===== src/rtl/td4_run_ctrl.sv =====
// TD4 run controller: CPU clock-enable generation (step/slow/fast), program
// loading over valid/ready with the core held in reset, and PC breakpoint halt.
module td4_run_ctrl #(
   parameter int unsigned DIV_SLOW = 1000,
   parameter int unsigned DIV_FAST = 100,
   parameter int unsigned DEBOUNCE = 16
) (
   input  logic       CLK,
   input  logic       RESET_N,
   input  logic [1:0] MODE,
   input  logic       STEP_BTN,
   input  logic       CONT,
   input  logic       LOAD_REQ,
   input  logic       LOAD_VALID,
   input  logic [3:0] LOAD_ADDR,
   input  logic [7:0] LOAD_DATA,
   output logic       LOAD_READY,
   output logic       ROM_WE,
   output logic [3:0] ROM_ADDR,
   output logic [7:0] ROM_WDATA,
   input  logic [3:0] PC,
   input  logic       BREAK_EN,
   input  logic [3:0] BREAK_ADDR,
   output logic       CPU_EN,
   output logic       CPU_RESET_N,
   output logic [1:0] STATE
);

   localparam int unsigned DIV_MAX = (DIV_SLOW > DIV_FAST) ? DIV_SLOW : DIV_FAST;
   localparam int unsigned DIV_W   = $clog2(DIV_MAX);
   localparam int unsigned DB_W    = (DEBOUNCE > 1) ? $clog2(DEBOUNCE) : 1;

   typedef enum logic [1:0] {
      ST_HOLD  = 2'b00,
      ST_LOAD  = 2'b01,
      ST_RUN   = 2'b10,
      ST_BREAK = 2'b11
   } state_e;

   state_e            state_q, state_d;
   logic              hold_cnt_q, hold_cnt_d;
   logic              cpu_en_q, cpu_en_d;
   logic              cpu_reset_n_q, cpu_reset_n_d;
   logic              load_ready_q, load_ready_d;
   logic              rom_we_q, rom_we_d;
   logic [3:0]        rom_addr_q, rom_addr_d;
   logic [7:0]        rom_wdata_q, rom_wdata_d;
   logic [DIV_W-1:0]  div_q, div_d;
   logic [1:0]        mode_q, mode_d;
   logic              en_seen_q, en_seen_d;
   logic [1:0]        sync_q, sync_d;
   logic              db_q, db_d;
   logic              db_prev_q, db_prev_d;
   logic [DB_W-1:0]   db_cnt_q, db_cnt_d;

   logic              xfer_c;
   logic              brk_hit_c;
   logic              mode_chg_c;
   logic [DIV_W-1:0]  div_top_c;
   logic [DIV_W-1:0]  div_eff_c;
   logic              div_hit_c;
   logic              press_c;

   // A mode change makes the current cycle count as divider phase 0.
   assign xfer_c     = (state_q == ST_LOAD) & LOAD_VALID & load_ready_q;
   assign brk_hit_c  = en_seen_q & BREAK_EN & (PC == BREAK_ADDR);
   assign mode_chg_c = (MODE != mode_q);
   assign div_top_c  = (MODE == 2'b10) ? DIV_W'(DIV_SLOW - 1) : DIV_W'(DIV_FAST - 1);
   assign div_eff_c  = mode_chg_c ? '0 : div_q;
   assign div_hit_c  = MODE[1] & (div_eff_c == div_top_c);
   assign press_c    = (MODE == 2'b01) & db_q & ~db_prev_q;

   always_ff @(posedge CLK or negedge RESET_N) begin
      if (!RESET_N) state_q <= ST_HOLD;
      else          state_q <= state_d;
   end

   always_comb begin
      state_d = state_q;
      case (state_q)
         ST_HOLD:  if (hold_cnt_q) state_d = LOAD_REQ ? ST_LOAD : ST_RUN;
         ST_LOAD:  if (!LOAD_REQ && !xfer_c) state_d = ST_HOLD;
         ST_RUN: begin
            if (LOAD_REQ)       state_d = ST_LOAD;
            else if (brk_hit_c) state_d = ST_BREAK;
         end
         default: begin
            if (LOAD_REQ)  state_d = ST_LOAD;
            else if (CONT) state_d = ST_RUN;
         end
      endcase
   end

   always_comb begin
      hold_cnt_d    = 1'b0;
      cpu_en_d      = 1'b0;
      div_d         = '0;
      cpu_reset_n_d = (state_d == ST_RUN) || (state_d == ST_BREAK);
      rom_we_d      = xfer_c;
      rom_addr_d    = xfer_c ? LOAD_ADDR : rom_addr_q;
      rom_wdata_d   = xfer_c ? LOAD_DATA : rom_wdata_q;
      load_ready_d  = (state_d == ST_LOAD) && !xfer_c;
      mode_d        = MODE;
      en_seen_d     = cpu_en_q;
      sync_d        = {sync_q[0], STEP_BTN};
      db_prev_d     = db_q;
      db_d          = db_q;
      db_cnt_d      = '0;

      case (state_q)
         ST_HOLD: hold_cnt_d = ~hold_cnt_q;
         ST_RUN: begin
            if (state_d == ST_RUN) begin
               cpu_en_d = (div_hit_c | press_c) & ~cpu_en_q;
               div_d    = (!MODE[1] || div_hit_c) ? '0 : div_eff_c + DIV_W'(1);
            end
         end
         ST_BREAK: if (state_d == ST_RUN) cpu_en_d = 1'b1;
         default: ;
      endcase

      // Debounce: accept a new level after DEBOUNCE consecutive differing samples.
      if (sync_q[1] != db_q) begin
         if (db_cnt_q == DB_W'(DEBOUNCE - 1)) db_d = sync_q[1];
         else                                 db_cnt_d = db_cnt_q + DB_W'(1);
      end
   end

   always_ff @(posedge CLK or negedge RESET_N) begin
      if (!RESET_N) begin
         hold_cnt_q    <= 1'b0;
         cpu_en_q      <= 1'b0;
         cpu_reset_n_q <= 1'b0;
         load_ready_q  <= 1'b0;
         rom_we_q      <= 1'b0;
         rom_addr_q    <= '0;
         rom_wdata_q   <= '0;
         div_q         <= '0;
         mode_q        <= '0;
         en_seen_q     <= 1'b0;
         sync_q        <= '0;
         db_q          <= 1'b0;
         db_prev_q     <= 1'b0;
         db_cnt_q      <= '0;
      end else begin
         hold_cnt_q    <= hold_cnt_d;
         cpu_en_q      <= cpu_en_d;
         cpu_reset_n_q <= cpu_reset_n_d;
         load_ready_q  <= load_ready_d;
         rom_we_q      <= rom_we_d;
         rom_addr_q    <= rom_addr_d;
         rom_wdata_q   <= rom_wdata_d;
         div_q         <= div_d;
         mode_q        <= mode_d;
         en_seen_q     <= en_seen_d;
         sync_q        <= sync_d;
         db_q          <= db_d;
         db_prev_q     <= db_prev_d;
         db_cnt_q      <= db_cnt_d;
      end
   end

   assign STATE       = state_q;
   assign CPU_EN      = cpu_en_q;
   assign CPU_RESET_N = cpu_reset_n_q;
   assign LOAD_READY  = load_ready_q;
   assign ROM_WE      = rom_we_q;
   assign ROM_ADDR    = rom_addr_q;
   assign ROM_WDATA   = rom_wdata_q;

endmodule


===== config.mk =====
export PLATFORM = sky130hd
export DESIGN_NAME = td4_run_ctrl
export DESIGN_NICKNAME = d
export VERILOG_FILES = /design/src/rtl/td4_run_ctrl.sv
export SDC_FILE = /design/constraint.sdc
export NUM_CORES = 1
export LEC_CHECK = 0
export ABC_CLOCK_PERIOD_IN_PS = 2950
export CAP_MARGIN = 20
export CORE_MARGIN = 10
export CORE_UTILIZATION = 48
export CTS_CLUSTER_DIAMETER = 50
export DETAILED_ROUTE_END_ITERATION = 10
export PLACE_DENSITY = 0.79
export SLEW_MARGIN = 10
export SYNTH_ARGS = -nofsm -noshare
export SYNTH_HDL_FRONTEND = slang
export SYNTH_SLANG_ARGS = --single-unit

===== constraint.sdc =====
create_clock -name CLK -period 2.95 [get_ports CLK]
set_clock_uncertainty 0.1 [all_clocks]
set_input_delay 0.4425 -clock CLK [delete_from_list [all_inputs] [get_ports CLK]]
set_output_delay 0.4425 -clock CLK [all_outputs]
set_load 0.01 [all_outputs]

==> metrics, run 1 <==
outcome finished, final reports clean; Max clock buf depth 2; first-pass GRT wire length 6820 um; Core Footprint 0.00361 mm2; TritonCTS buffer count 5; post-route cell area 0.00239 mm2; commonest non-fill, non-tap cell in the layout clkdlybuf4s50_1; Yosys cell types 36; Max Slew Vio Count 0; Die Y 80.8 um; die area 0.00653 mm2; vias in the first global route 1,416; IO Port Bufs 46; max-cap violations 0; switch share 0.284; WS Path Type primary input to flip-flop; Placed Area 0.00231 mm2; reg-to-reg startpoint mode_q[0]$_DFF_PN0_; Reg clk slew, reported paths 0.07 ns; share of cells above drive strength 1 0.153; combinational group share of total power 0.328; P_int 1.14 mW; Initial Util 0.492; Max Used Layer met4; Syn Area/Cell 12.2 um2; Syn Nets 177; routability-driven placement congestion ratio 0.900; Hold Crit Class primary input to asynchronous set/reset pin; CP endpoint kind flip-flop; Slew HR 0.423; die width 80.8 um; GRT Residual Overflow 0; post-CTS setup buffer count 0; r2r setup slk 0.58 ns; sequential share of the synthesized area 0.564; largest net degree at the start of global routing 41; std cell rows 22; CP arrival 2.63 ns; area added between synthesis and finish 34.7%; num ports 47; RSZ-0062 raised after global routing no; Max IR drop VDD 0.491 mV; crit start category primary input; Post-Syn Instances 146; DRC viols 0; WL met1 1440 um; synthesized flop and latch total 40; detailed-placement wirelength estimate 3180 um; DR vias/cell 5.55; CP Max Fanout 10; TritonCTS clock tree yes; Worst R2R End div_q[5]$_DFF_PN0_; worst skew pair latency 0.29 ns; # diodes 0; DRT antenna net count 0; WL per Instance 16.5 um; commonest cells after routing, fill and taps aside clkdlybuf4s50_1 (45), dfrtp_1 (40), mux2_2 (13); WL final 4130 um; initial detailed-routing violation count 104; setup_tns 0 ns; CTS Root Cell clkbuf_8; Nets 233; H-Tree Depth 2; Initial DRT Pass Iterations 4; antenna violations before repair 0; Net Sw Power 453 uW; Post-Syn Area 0.00177 mm2; fin crit share 0.875; met3 wire length 368 um; Clk pwr share 0.207; GRT Util Overall 0.133; maximum clock rate 388 MHz; vias 1,387; CTS sink count 40; CP required 3.00 ns; Seq pwr share 0.465; Hold Fails Final Rpt 0; Final setup viols 0; worst reg2reg path depth 7; Leakage 0.988 nW; yosys warns 0; # fillers 271; met2 wire length 2240 um; fin crit period 2.58 ns; pwr dens 669 mW/mm2; Worst-Margin Slew 0.865 ns
[registers in the layout, summed over array words and instances, names as in the netlist, 2 cells and up]
signal and count:
div_q 10, ROM_WDATA 8, ROM_ADDR 4, db_cnt_q 4, STATE 2, mode_q 2
sync_q 2
[critical path, cell delays in order]
cell,delay [ns]
clkdlybuf4s50_1,0.44
xnor2_1,0.23
and3_1,0.22
ha_1,0.18
nand2_1,0.09
a2111oi_0,0.50
and3_2,0.43
nor3_1,0.09
[power groups by stage]
stage | Combinational [mW] | Clock, mW | Sequential [mW]
after floorplan | 0.161 | 0 | 0.793
after global placement | 0.517 | 0 | 0.743
after detailed placement | 0.530 | 0 | 0.754
after CTS | 0.534 | 0.340 | 0.744
after global routing | 0.566 | 0.361 | 0.761
final | 0.524 | 0.331 | 0.743
[synth_stat cells, drive strengths merged]
master	n	area share
nand2b	1	0.0035
and2	1	0.0035
o211ai	1	0.0042
nand3b	1	0.0042
ha	2	0.014
a2111o	1	0.0063
a2111oi	2	0.0099
or4	2	0.0085
inv	6	0.013
nand2	5	0.011
a31o	1	0.0049
a41oi	1	0.0049
dfrtp	40	0.56
and3	4	0.014
nand4b	2	0.0099
and2b	1	0.0042
nor2b	1	0.0035
nor2	5	0.011
nand4	3	0.011
nand3	8	0.025
o21ai	4	0.011
a211oi	2	0.011
xor2	5	0.025
nor3	11	0.031
nor3b	2	0.011
xnor2	11	0.059
buf	2	0.0092
nor4b	3	0.015
a21oi	4	0.011
mux2	13	0.083
o21bai	1	0.0042
[layer usage]
metal / vias to the layer above / GRT usage
li1: 636 / -
met1: 688 / 0.135
met5: - / 0
met3: 9 / 0.0552
met2: 54 / 0.240
met4: 0 / 0.0519
[kinds of logic after synthesis]
family / count (synthesis) / synth area share
AO/OA/AOI/OAI: 17 / 0.0684
XOR/XNOR: 16 / 0.0832
adder cells (fa/ha/maj): 2 / 0.0141
buffers and inverters: 8 / 0.0219
flip-flops: 40 / 0.564
multiplexers: 13 / 0.0825
AND/OR/NAND/NOR: 50 / 0.166
[worst max-delay path by stage]
| stage | start | end | slack (ns) | cells after the start |
|---|---|---|---|---|
| after floorplan | MODE[1] | div_q[3]$_DFF_PN0_ | 0.69 | 8 |
| after global placement | MODE[1] | div_q[0]$_DFF_PN0_ | 0.09 | 8 |
| after detailed placement | MODE[1] | div_q[7]$_DFF_PN0_ | -0.06 | 8 |
| after CTS | MODE[1] | div_q[7]$_DFF_PN0_ | 0.25 | 8 |
| after global routing | MODE[1] | div_q[5]$_DFF_PN0_ | 0.06 | 8 |
| final | MODE[1] | div_q[5]$_DFF_PN0_ | 0.37 | 8 |
[per-stage QoR]
stage                     hold slack [ns]   util  total power, mW  std cells  setup slack [ns]
after floorplan                    0.0469      -            0.954        146             0.692
after global placement              0.234  0.641             1.26        243            0.0852
after CTS                           0.202  0.662             1.62        250             0.251
final                               0.172  0.663             1.60        250             0.370
after global routing                0.223  0.663             1.69        250            0.0579
after detailed placement            0.237  0.641             1.28        243           -0.0628
[timing repair]
action,CTS,global route
resized for setup,0,1
endpoints found under the setup margin,0,10
hold buffers,0,0
hold endpoints to repair,0,0
[layout make-up]
type / count / area (um2) / share of cell area
repair buffers: 51 / 493 / 0.206
flip-flops and latches: 40 / 1000 / 0.419
clock inverters: 1 / 5.00 / 0.00209
well taps: 48 / 60.1 / 0.0251
inverters: 6 / 22.5 / 0.00942
multi-input cells: 98 / 736 / 0.308
clock buffers: 6 / 72.6 / 0.0304
No activity file was read; power rests on OpenSTA's default activity.
==> inputs of run 2 (changes only) <==
--- a/config.mk
+++ b/config.mk
@@ -9,8 +9,9 @@
 export CAP_MARGIN = 20
 export CORE_MARGIN = 10
 export CORE_UTILIZATION = 48
-export CTS_CLUSTER_DIAMETER = 50
+export CTS_CLUSTER_DIAMETER = 80
 export DETAILED_ROUTE_END_ITERATION = 10
+export HOLD_SLACK_MARGIN = 0.05
 export PLACE_DENSITY = 0.79
 export SLEW_MARGIN = 10
 export SYNTH_ARGS = -nofsm -noshare
==> results of run 2 <==
The final DEF is identical to that of run 1; final timing and power are the same.
